--- config.mk ---
export PLATFORM = sky130hd
export DESIGN_NAME = i2c_write_engine_flat
export DESIGN_NICKNAME = d
export VERILOG_FILES = /design/src/rtl/i2c_write_engine_if.sv /design/src/rtl/i2c_write_engine.sv /design/src/flat_wrapper.sv
export SDC_FILE = /design/constraint.sdc
export NUM_CORES = 1
export LEC_CHECK = 0
export BUFFER_PORTS_ARGS = -buffer_cell sky130_fd_sc_hd__buf_4
export CORE_MARGIN = 2
export CORE_UTILIZATION = 56
export DETAILED_ROUTE_END_ITERATION = 12
export PLACE_DENSITY = 0.79
export SLEW_MARGIN = 5
export SYNTH_ARGS = -nofsm -noshare
export SYNTH_HDL_FRONTEND = slang
export SYNTH_SLANG_ARGS = --single-unit
--- constraint.sdc ---
create_clock -name slowclk -period 2.05 [get_ports slowclk]
set_clock_uncertainty 0.1 [all_clocks]
set_input_delay 0.205 -clock slowclk [delete_from_list [all_inputs] [get_ports slowclk]]
set_output_delay 0.205 -clock slowclk [all_outputs]
set_load 0.01 [all_outputs]
--- src/rtl/i2c_write_engine_if.sv ---
// i2c_write_engine_if
//   Request, status and bus-intent bundle for the I2C byte write engine.
//   master : the engine itself (consumes the request and SDA readback,
//            drives SCL/SDA open-drain intents and status)
//   slave  : the requesting FSM / bus side (issues start and byte fields,
//            returns SDA readback, observes status)
//   Signals: start, address[6:0], reg_addr[7:0], data[7:0], sda_in,
//            sda_out, scl_out, busy, finished, ack, nack_idx[1:0]
interface i2c_write_engine_if;
    logic       start;
    logic [6:0] address;
    logic [7:0] reg_addr;
    logic [7:0] data;
    logic       sda_in;
    logic       sda_out;
    logic       scl_out;
    logic       busy;
    logic       finished;
    logic       ack;
    logic [1:0] nack_idx;

    modport master (
        input  start, address, reg_addr, data, sda_in,
        output sda_out, scl_out, busy, finished, ack, nack_idx
    );

    modport slave (
        output start, address, reg_addr, data, sda_in,
        input  sda_out, scl_out, busy, finished, ack, nack_idx
    );
endinterface

--- src/rtl/i2c_write_engine.sv ---
// i2c_write_engine
//   Byte-level I2C master write transmitter. On an accepted start it emits
//   START, {addr,W}, optionally reg_addr, then data, each followed by an ACK
//   slot, then STOP, and finally pulses finished with the ACK summary.
//   One slowclk cycle is one quarter of an SCL bit period.
//   Ports:
//     slowclk : engine clock
//     rstn    : asynchronous active-low reset (bus released, no STOP)
//     bus     : i2c_write_engine_if.master (request, SDA readback,
//               SCL/SDA open-drain intents where 1 = release, status)
//   Parameter SEND_REG: 1 = send reg_addr between address and data bytes.
module i2c_write_engine #(
    parameter bit SEND_REG = 1'b1
) (
    input  logic               slowclk,
    input  logic               rstn,
    i2c_write_engine_if.master bus
);
    typedef enum logic [2:0] {IDLE, START, BYTE, ACK, STOP, DONE} state_t;

    localparam logic [1:0] NO_NACK  = 2'd3;
    localparam logic [1:0] LAST_IDX = 2'd2;

    state_t     state;
    logic [1:0] phase;      // quarter-bit phase, also START/STOP cycle count
    logic [2:0] bit_cnt;
    logic [1:0] byte_idx;   // 0 = addr, 1 = reg, 2 = data
    logic [6:0] addr_q;
    logic [7:0] reg_q;
    logic [7:0] data_q;
    logic [7:0] cur_byte;

    always_comb begin
        case (byte_idx)
            2'd0:    cur_byte = {addr_q, 1'b0};
            2'd1:    cur_byte = reg_q;
            default: cur_byte = data_q;
        endcase
    end

    // Outputs are registered from the current state, so the bus waveform
    // of a state appears one cycle after the state is entered.
    always_ff @(posedge slowclk or negedge rstn) begin
        if (!rstn) begin
            state        <= IDLE;
            phase        <= 2'd0;
            bit_cnt      <= 3'd7;
            byte_idx     <= 2'd0;
            addr_q       <= '0;
            reg_q        <= '0;
            data_q       <= '0;
            bus.sda_out  <= 1'b1;
            bus.scl_out  <= 1'b1;
            bus.busy     <= 1'b0;
            bus.finished <= 1'b0;
            bus.ack      <= 1'b0;
            bus.nack_idx <= NO_NACK;
        end else begin
            bus.finished <= 1'b0;
            case (state)
                IDLE: begin
                    bus.sda_out <= 1'b1;
                    bus.scl_out <= 1'b1;
                    bus.busy    <= 1'b0;
                    phase       <= 2'd0;
                    if (bus.start) begin
                        addr_q       <= bus.address;
                        reg_q        <= bus.reg_addr;
                        data_q       <= bus.data;
                        bus.ack      <= 1'b0;
                        bus.nack_idx <= NO_NACK;
                        bus.busy     <= 1'b1;
                        state        <= START;
                    end
                end
                START: begin
                    // SDA falls while SCL is still high, then SCL drops
                    bus.sda_out <= 1'b0;
                    bus.scl_out <= (phase == 2'd0);
                    if (phase == 2'd1) begin
                        phase    <= 2'd0;
                        byte_idx <= 2'd0;
                        bit_cnt  <= 3'd7;
                        state    <= BYTE;
                    end else begin
                        phase <= phase + 2'd1;
                    end
                end
                BYTE: begin
                    bus.sda_out <= cur_byte[bit_cnt];
                    bus.scl_out <= (phase == 2'd1) || (phase == 2'd2);
                    phase       <= phase + 2'd1;
                    if (phase == 2'd3) begin
                        // wraps 0 -> 7, ready for the next byte
                        bit_cnt <= bit_cnt - 3'd1;
                        if (bit_cnt == 3'd0) state <= ACK;
                    end
                end
                ACK: begin
                    bus.sda_out <= 1'b1;
                    bus.scl_out <= (phase == 2'd1) || (phase == 2'd2);
                    phase       <= phase + 2'd1;
                    if (phase == 2'd2 && bus.sda_in) bus.nack_idx <= byte_idx;
                    if (phase == 2'd3) begin
                        if (bus.nack_idx != NO_NACK || byte_idx == LAST_IDX) begin
                            state <= STOP;
                        end else begin
                            byte_idx <= (byte_idx == 2'd0 && !SEND_REG) ? 2'd2 : byte_idx + 2'd1;
                            state    <= BYTE;
                        end
                    end
                end
                STOP: begin
                    // SCL rises first, SDA rises while SCL is high
                    bus.sda_out <= (phase == 2'd2);
                    bus.scl_out <= (phase != 2'd0);
                    if (phase == 2'd2) begin
                        phase <= 2'd0;
                        state <= DONE;
                    end else begin
                        phase <= phase + 2'd1;
                    end
                end
                DONE: begin
                    bus.sda_out  <= 1'b1;
                    bus.scl_out  <= 1'b1;
                    bus.finished <= 1'b1;
                    bus.ack      <= (bus.nack_idx == NO_NACK);
                    state        <= IDLE;
                end
                default: state <= IDLE;
            endcase
        end
    end
endmodule

--- src/flat_wrapper.sv ---
// flat-port wrapper written by rule: the top's interface ports become plain ports
module i2c_write_engine_flat 
#(
    parameter bit SEND_REG = 1'b1
)
  (slowclk, rstn, bus_start, bus_address, bus_reg_addr, bus_data, bus_sda_in, bus_sda_out, bus_scl_out, bus_busy, bus_finished, bus_ack, bus_nack_idx);
  i2c_write_engine_if bus_i ();
  input  logic slowclk;
  input  logic rstn;
  input wire logic [$bits(bus_i.start)-1:0] bus_start;
  input wire logic [$bits(bus_i.address)-1:0] bus_address;
  input wire logic [$bits(bus_i.reg_addr)-1:0] bus_reg_addr;
  input wire logic [$bits(bus_i.data)-1:0] bus_data;
  input wire logic [$bits(bus_i.sda_in)-1:0] bus_sda_in;
  output wire logic [$bits(bus_i.sda_out)-1:0] bus_sda_out;
  output wire logic [$bits(bus_i.scl_out)-1:0] bus_scl_out;
  output wire logic [$bits(bus_i.busy)-1:0] bus_busy;
  output wire logic [$bits(bus_i.finished)-1:0] bus_finished;
  output wire logic [$bits(bus_i.ack)-1:0] bus_ack;
  output wire logic [$bits(bus_i.nack_idx)-1:0] bus_nack_idx;
  assign bus_i.start = bus_start;
  assign bus_i.address = bus_address;
  assign bus_i.reg_addr = bus_reg_addr;
  assign bus_i.data = bus_data;
  assign bus_i.sda_in = bus_sda_in;
  assign bus_sda_out = bus_i.sda_out;
  assign bus_scl_out = bus_i.scl_out;
  assign bus_busy = bus_i.busy;
  assign bus_finished = bus_i.finished;
  assign bus_ack = bus_i.ack;
  assign bus_nack_idx = bus_i.nack_idx;
  i2c_write_engine #(.SEND_REG(SEND_REG)) u_core (.slowclk(slowclk), .rstn(rstn), .bus(bus_i));
endmodule
# Word-level counts from Yosys, hierarchy flattened
# Cells that the tools add are included.
[word_totals] reg_bits=40 inputBits=27 output_inout_bits=7 elab_cells=91
[classes] add_sub_neg=3 n_lt_le_gt_ge=1 eq_ne=20 mux=30 n_reduce_logical=24
[op_table] operator="3-bit 2-to-1 mux" count=9
[op_table] operator="8-bit one-hot mux with 2 select lines" count=1
[op_table] operator="3-bit one-hot mux with 5 select lines" count=1
[op_table] operator="2-bit 2-to-1 mux" count=7
[op_table] operator="2-bit by 1-bit != test with 1-bit output (second input constant)" count=6
[op_table] operator="4-bit nonzero test" count=3
[op_table] operator="2-bit nonzero test" count=5
[op_table] operator="2-bit equality test (second input constant)" count=4
[op_table] operator="1-bit one-hot mux with 4 select lines" count=2
[op_table] operator="2-bit one-hot mux with 2 select lines" count=2
[op_table] operator="2-bit one-hot mux with 4 select lines" count=1
[op_table] operator="3-bit by 2-bit equality test with 1-bit output (second input constant)" count=2
[op_table] operator="3-bit equality test (second input constant)" count=2
[op_table] operator="3-bit logical NOT" count=2
[op_table] operator="2-bit != test (second input constant)" count=3
[op_table] operator="3-bit one-hot mux with 2 select lines" count=1
[op_table] operator="3-bit AND reduction" count=2
[op_table] operator="6-bit AND reduction" count=1
[op_table] operator="2-bit by 1-bit adder with 2-bit output (second input constant)" count=2
[op_table] operator="2-bit by 1-bit equality test with 1-bit output (second input constant)" count=2
[op_table] operator="2-bit logical NOT" count=2
[op_table] operator="3-bit by 4-bit less-than comparator with 1-bit output (second input constant)" count=1
[op_table] operator="1-bit 2-to-1 mux" count=4
[op_table] operator="2-bit AND reduction" count=2
[op_table] operator="9 further kinds" count=11

# Longest topological paths before layout
# Gate-level depths: netlist (run 1).
[depth] ltp_word=5 depth_mapped=8

# Worst setup path after synthesis (run 1)
# OpenSTA, ideal clock, no wires.
[synth_timing] path_type="reg-to-reg" startpoint="register u_core.byte_idx[0]" endpoint="register u_core.bus.sda_out" setup_time_ns=0.082 arrival_ns=1.579 path_slack_ns=0.289 stages_incl_launch_ff=8 path_buffers=1 period_less_slack_ns=1.761 cell_sequence="dfrtp_1 inv_1 ha_1 clkbuf_2 a221o_1 a22oi_2 a21oi_1 a211o_1"
[synth_between] elab_chain_len=5 elab_cells_between_ends=6 cone_classes="1 x eq/ne; 4 x mux; 1 x reduce/logical"
[synth_lines] item="start: declaration" line="i2c_write_engine.sv:27" rtl="logic [1:0] byte_idx;"
[synth_lines] item="start signal: assignment" line="i2c_write_engine.sv:108" rtl="byte_idx <= (byte_idx == 2'd0 && !SEND_REG) ? 2'd2 : byte_idx + 2'd1;"
[synth_lines] item="2-bit by 1-bit equality test with 1-bit output or 2-bit logical NOT (tied branches)" line="i2c_write_engine.sv:34" rtl="case (byte_idx)"
[synth_lines] item="8-bit one-hot mux with 2 select lines *" line="i2c_write_engine.sv:34"
[synth_lines] item="1-bit binary-select mux with 3-bit select *" line="i2c_write_engine.sv:90" rtl="bus.sda_out <= cur_byte[bit_cnt];"
[synth_lines] item="1-bit 2-to-1 mux (implied by the code) *" line="i2c_write_engine.sv:90"
[synth_lines] item="1-bit one-hot mux with 4 select lines *" line="i2c_write_engine.sv:60" rtl="case (state)"
[synth_lines] item="end signal: assignment" line="i2c_write_engine.sv:90"
[synth_lines] item="end signal: assignment" line="i2c_write_engine.sv:115" rtl="bus.sda_out <= (phase == 2'd2);"
[synth_lines] item="end: declaration" line="i2c_write_engine_if.sv:24" rtl="output sda_out, scl_out, busy, finished, ack, nack_idx"
# Every way passes the cells marked *; elsewhere a longest branch is shown, timed or not. The select of a mux whose other input is x is not followed.
# A chain may end at the register's enable or synchronous reset.

# Final worst setup path (run 1)
[layout_timing] startpoint="register u_core.byte_idx[0]" endpoint="register u_core.byte_idx[0]"
[layout_between] elab_chain_len=4 elab_cells_between_ends=8 cone_classes="1 x add/sub; 2 x eq/ne; 3 x mux; 2 x reduce/logical"
[layout_lines] item="2-bit by 1-bit adder with 2-bit output or 2-bit equality test (tied branches)" line="i2c_write_engine.sv:108, i2c_write_engine.sv:105"
[layout_lines] item="2-bit 2-to-1 mux or 1-bit logical OR (tied branches)" line="i2c_write_engine.sv:105" rtl="if (bus.nack_idx != NO_NACK || byte_idx == LAST_IDX) begin"
[layout_lines] item="2-bit 2-to-1 mux or 2-bit != test (tied branches)"
[layout_lines] item="2-bit one-hot mux with 2 select lines or 4-bit AND reduction (tied branches)"
# Several ways; a longest one is shown, not always the timed one. The select of a mux whose other input is x is not followed.

==> metrics.txt, run 1 <==
worst skew pair latency just under 0.3 ns; Post-synth EDFFs 0; FMAX around 0.53 GHz; min-delay worst type input port to flip-flop; min Tclk post-route ~1.9 ns; post-route cell area 2524 um^2; RSZ-0062 raised after global routing no; Final setup viols 0; top-count cell post-synth dfrtp_1; P_leak 0.001158 uW; sequential area share after synthesis 47.84%; Post-Synthesis Mean Instance Area 11.05 um^2; worst hold slack 0.01238 ns; max cap viols 0; DR pass1 iterations 4; antenna diode count 0; Root Driver clkbuf_8; largest net degree at the start of global routing between 40 and 50; Flop pwr share roughly 43%; Combinational Power Share 41.9%; H-Tree Level Count 2; DRC Markers 0; worst slew pin tran 0.5773 ns; vias in the first global route 1,676; share of cells above drive strength 1 about 37%; clock buffer depth 2; r2r setup slk 0.17 ns; GRT Total Usage between 20% and 30%; switch share 36.75%; total CTS buffers 5; CTS tree built; initial DRC count 134; post-synthesis cell type with the largest combined area dfrtp_1; Post-synth top flop dfrtp_1; clk slew on worst S/H paths 0.07 ns; Syn Std Cell Area between 2000 and 2500 um^2; largest family of logic cells by synthesized area multiplexers; post-route ant nets 0; dpl hpwl between 3 and 4 mm; WL final roughly 4.5 mm; Port Buffers 33; asr flop ratio synth 100.0%; synth unique cells 45; status finished, final reports clean; Synth top area share 39.12%; global-route wire length before repair 7.548 mm; WP data required 2.13 ns; initial antenna violation count 0; CP max FO 3; Area contributors post-synth dfrtp_1 (39%), mux2_2 (13%), dfstp_2 (8.7%), ha_1 (6.5%), nand2_1 (3.2%); Syn-to-layout area delta 19.56%; DR vias 1,597; pwr dens 1383 nW/um^2; Post-Synth XOR/XNOR Area 0%; die footprint 4277 um^2; Crit. End Element flip-flop; postcts setup bufs 0; Synth Warn # 0; Core Footprint 3633 um^2; placed inst area 2415 um^2; Post-Synth Simple-Gate Area 13.63%; RePlAce Congestion 0.8510; FP Rows 22; Synthesized Nets roughly 230; post-synthesis cell count 191; VDD IR max 0.5901 mV; flop and latch count out of synthesis 40; Starting Density 58.09%; CP arrival just under 2 ns; Clk pwr share 15.5%; Worst Setup Start Kind flip-flop; Worst slew margin 61.52%; max-slew violation count 0; Synth Area in Adders 6.520%; DR WL/cell 16.17 um; Tcrit/Tclk final 91.76%; Crit Path Category flip-flop to flip-flop; num ports 34; CTS sink count 40; post-synthesis mux area share 14.23%; Psw 1282 uW; Die Wd 65.40 um; synth cell count leaders dfrtp_1 (33), mux2_2 (24), nand2_1 (18); aggregate global routing overflow 0; Int Power 2207 uW; final net count 265; Compound-Gate Fraction of Synth Area 13.81%; Vias per Instance 5.786; Final Hold Vio Count 0; Fin Setup TNS 0 ns; die height 65.40 um
-- flip-flops by register name, indices dropped and copies added, names as in the netlist --
name / cells
u_core.bit_cnt: 3
u_core.bus.busy: 1
u_core.phase: 2
u_core.reg_q: 8
u_core.bus.nack_idx: 2
u_core.state: 3
u_core.byte_idx: 2
u_core.addr_q: 7
u_core.bus.finished: 1
u_core.bus.scl_out: 1
u_core.bus.sda_out: 1
u_core.data_q: 8
u_core.bus.ack: 1
-- path summary, 6_finish.rpt --
check	from	depth (start not counted)	endpoint
max in group asynchronous	rstn	2	u_core.bit_cnt[0]$_DFFE_PN1P_
min reg2reg	u_core.bus.ack$_DFFE_PN0P_	2	u_core.bus.ack$_DFFE_PN0P_
max	u_core.byte_idx[0]$_DFFE_PN0P_	5	u_core.byte_idx[0]$_DFFE_PN0P_
min	bus_data[5]	3	u_core.data_q[5]$_DFFE_PN0P_
min in group asynchronous	rstn	2	u_core.bus.finished$_DFF_PN0_
max reg2reg	u_core.byte_idx[0]$_DFFE_PN0P_	5	u_core.byte_idx[0]$_DFFE_PN0P_
-- cell usage in the layout, fill, tap and decap left out, drive strengths merged, types with 3 or more instances in the layout --
master  netlist  routed
buf           8      37
mux2         24      24
o21ai         5       5
nand3         4       4
a22oi         3       3
nand2b        6       6
o22ai         3       3
a221oi        3       3
nor3          4       4
mux2i         3       3
nor2         10      10
nand2        18      18
clkbuf        1       7
dfrtp        33      33
inv          10      10
dfstp         7       7
a221o         4       4
ha           11      11
a21oi         8       8
-- power groups by stage --
stage	Combinational, uW	Clock (uW)	Sequential, uW
final	1460	540	1490
after floorplan	1100	0	1370
after global routing	1620	594	1530
after CTS	1450	552	1480
after detailed placement	1430	0	1490
after global placement	1360	0	1480
-- cells by family (layout without fill, tap and decap cells) --
| group | Yosys count | after routing |
|---|---|---|
| buffers and inverters | 19 | 56 |
| flip-flops | 40 | 40 |
| multiplexers | 27 | 27 |
| AND/OR/NAND/NOR | 54 | 54 |
| adder cells (fa/ha/maj) | 11 | 11 |
| AO/OA/AOI/OAI | 40 | 40 |
-- area by class of cell --
class / count / area [um^2]
Fill cell: 288 / 1110
Multi-Input combinational cell: 132 / 1022
Sequential cell: 40 / 1010
Timing Repair Buffer: 38 / 300.3
Clock buffer: 7 / 86.33
Tap cell: 48 / 60.06
Inverter: 10 / 37.54
Clock inverter: 1 / 7.507
-- stage by stage --
| stage | setup slack (ns) | util (%) | std cells | total power, uW |
|---|---|---|---|---|
| floorplan | 0.2892 | - | 191 | 2476 |
| global placement | 0.2721 | 66.46 | 267 | 2837 |
| detailed placement | 0.1564 | 66.46 | 267 | 2926 |
| CTS | 0.1209 | 69.32 | 276 | 3477 |
| global route | 0.06148 | 69.46 | 276 | 3745 |
| finish | 0.1690 | 69.46 | 276 | 3489 |
-- critical path: stages (launching register included) --
cell     delay (ns)
dfrtp_1        0.39
inv_1          0.10
ha_1           0.20
or2_2          0.32
a221o_1        0.38
mux2_2         0.28
-- layer usage --
layer | global-route usage, % | vias to the layer above | part of all wire (%)
met5 | 0 | - | 0
li1 | - | 755 | -
met2 | 41.07 | 41 | 53
met1 | 26.51 | 792 | 41
met3 | 6.678 | 9 | 4.3
met4 | 11.20 | 0 | 1.7
-- what timing repair did --
item / 4_1_cts / 5_1_grt
hold buffers: 1 / 0
resized for setup: 0 / 2
hold endpoints to repair: 33 / 0
endpoints found under the setup margin: 0 / 1
Note: power is estimated with default switching activity, not from simulation.
==> inputs of run 2 (changes only) <==
Settings changed: SETUP_SLACK_MARGIN set to 0.4, SLEW_MARGIN 5 to 25.
==> metrics.txt, run 2 (synthesis results as in run 1) <==
r2r setup slk 0.25 ns (+0.08 ns); H-Tree Level Count 2 (unchanged); FMAX 0.5548 GHz (+4.3%); total CTS buffers 5 (unchanged); DRC Markers 0 (unchanged); dpl cells 266 (-0.37%); max cap viols 0 (unchanged); CP arrival 1.93 ns (-0.03 ns); min Tclk post-route 1.803 ns (-0.07841 ns); met1 WL 1.910 mm (+5.1%); global-route wire length before repair 7.921 mm (+4.9%); Root Driver clkbuf_8; Worst Setup Start Kind flip-flop; Power, Total 3863 uW (+11%); worst slew pin tran 0.5009 ns (-0.07640 ns); Crit. End Element flip-flop; Syn-to-layout area delta 28.28%; Core Footprint 3633 um^2 (unchanged); placed inst area 2415 um^2 (unchanged); Final setup viols 0 (unchanged); DR vias 1,688 (+5.7%); aggregate global routing overflow 0 (unchanged); antenna diode count 0 (unchanged); share of cells above drive strength 1 47.48% (+10 points); WHS Endpoint u_core.data_q[5]$_DFFE_PN0P_; Die Wd 65.40 um (unchanged); num ports 34 (unchanged); FP Rows 22 (unchanged); dpl hpwl 3.224 mm (+0.81%); biggest regs u_core.data_q (8), u_core.reg_q (8), u_core.addr_q (7); DR pass1 iterations 4 (unchanged); worst setup margin 0.2474 ns (+0.07841 ns); RePlAce Congestion 0.8476 (-0.40%); WP data required 2.18 ns (+0.05 ns); met3 wire length 290 um (+53%); largest net degree at the start of global routing 41 (unchanged); P_leak 0.001225 uW (+5.8%); Worst Hold Path Cells 3 (unchanged); RR Startpoint u_core.byte_idx[1]$_DFFE_PN0P_; HP Start bus_data[5]; min-delay worst type input port to flip-flop; RR Endpoint u_core.bus.sda_out$_DFFE_PN1P_; Port Buffers 33 (unchanged); initial antenna violation count 0 (unchanged); die height 65.40 um (unchanged); Crit Path Category flip-flop to flip-flop; GRT Total Usage 24.62% (+1.1 points); clk slew on worst S/H paths 0.09 ns (+0.02 ns); Vias per Instance 5.902 (+2.0%); initial DRC count 133 (-0.75%); Starting Density 58.09% (unchanged); WL final 4.743 mm (+6.3%); dpl ws 0.2088 ns (+0.05236 ns); worst skew pair latency 0.30 ns (about the same); Final Hold Vio Count 0 (unchanged); most frequent cells in the layout buf_4 (45), dfrtp_1 (30), mux2_2 (24), nand2_1 (18), nor2_1 (8); clock buffer depth 2 (unchanged); Fin Setup TNS 0 ns (unchanged); pwr dens 1427 nW/um^2 (+3.2%); die footprint 4277 um^2 (unchanged); commonest non-fill, non-tap cell in the layout buf_4; vias in the first global route 1,726 (+3.0%); max-slew violation count 0 (unchanged); cells on worst reg2reg path 6 (+1); status finished, final reports clean; final cell count without fillers 286 (+3.6%); CP max FO 6 (+3); post-route ant nets 0 (unchanged); Tcrit/Tclk final 87.93% (-3.8 points); DR WL/cell 16.58 um (+2.5%); RSZ-0062 raised after global routing yes; CTS sink count 40 (unchanged); VDD IR max 0.8803 mV (+49%); Worst slew margin 66.61% (+5.1 points); final net count 275 (+3.8%); met2 wire len 2.426 mm (+1.9%); post-route cell area 2708 um^2 (+7.3%); Top Metal Used met4; CTS tree built
## run 2: cell count changes in the layout (fill, tap and decap cells not counted), sizes merged
| cell | before | now |
|---|---|---|
| buf | 37 | 46 |
| bufinv | 0 | 1 |
| clkinvlp | 1 | 0 |
| clkinv | 0 | 2 |
| clkbuf | 7 | 6 |
## run 2: area by class of cell
cell class	instances	area (um^2)
Clock buffer	5	68.82
Clock inverter	3	47.55
Fill cell	241	925.9
Inverter	10	37.54
Multi-Input combinational cell	132	1107
Sequential cell	40	1013
Tap cell	48	60.06
Timing Repair Buffer	48	372.9
## run 2: what timing repair did
| action | 4_1_cts | 5_1_grt |
|---|---|---|
| endpoints found under the setup margin | 29 | 34 |
| hold buffers | 1 | 0 |
| pin swaps | 6 | 4 |
| hold endpoints to repair | 33 | 0 |
| gates resized for setup | 9 | 12 |
| buffers inserted | 8 | 3 |
## run 2: critical path: stages (launching register included)
cell and delay, ns:
dfrtp_1 0.40, inv_2 0.09, ha_4 0.20, a221o_1 0.41
a22oi_2 0.15, a21oi_2 0.07, a211o_1 0.30
## run 2: worst max path at each step
stage / from / to / cells after the start
finish: u_core.byte_idx[1]$_DFFE_PN0P_ / u_core.bus.sda_out$_DFFE_PN1P_ / 6
global route: u_core.byte_idx[1]$_DFFE_PN0P_ / u_core.bus.sda_out$_DFFE_PN1P_ / 8
CTS: u_core.byte_idx[0]$_DFFE_PN0P_ / u_core.bus.sda_out$_DFFE_PN1P_ / 6
detailed placement: u_core.byte_idx[1]$_DFFE_PN0P_ / u_core.bus.sda_out$_DFFE_PN1P_ / 6
global placement: u_core.byte_idx[1]$_DFFE_PN0P_ / u_core.bus.sda_out$_DFFE_PN1P_ / 6
floorplan: u_core.byte_idx[0]$_DFFE_PN0P_ / u_core.bus.sda_out$_DFFE_PN1P_ / 7
## run 2: through the flow
stage	util [%]	hold slack [ns]
final	74.52	0.003421
after global routing	74.52	0.01482
after CTS	72.76	0.0009688
after detailed placement	66.46	0.1083
after global placement	66.46	0.09190
after floorplan	-	-0.1906
## run 2: routing by layer
layer / GRT usage [%] / up-vias
li1: - / 785
met1: 28.72 / 829
met2: 41.71 / 61
met3: 7.363 / 13
met4: 11.20 / 0
met5: 0 / -
## run 2: power by group
group | internal [uW] | total [uW] | leakage (uW) | switching, uW
logic | 905 | 1710 | 0.000692 | 807
registers | 1170 | 1490 | 0.000475 | 316
clock network | 367 | 661 | 0.0000583 | 294
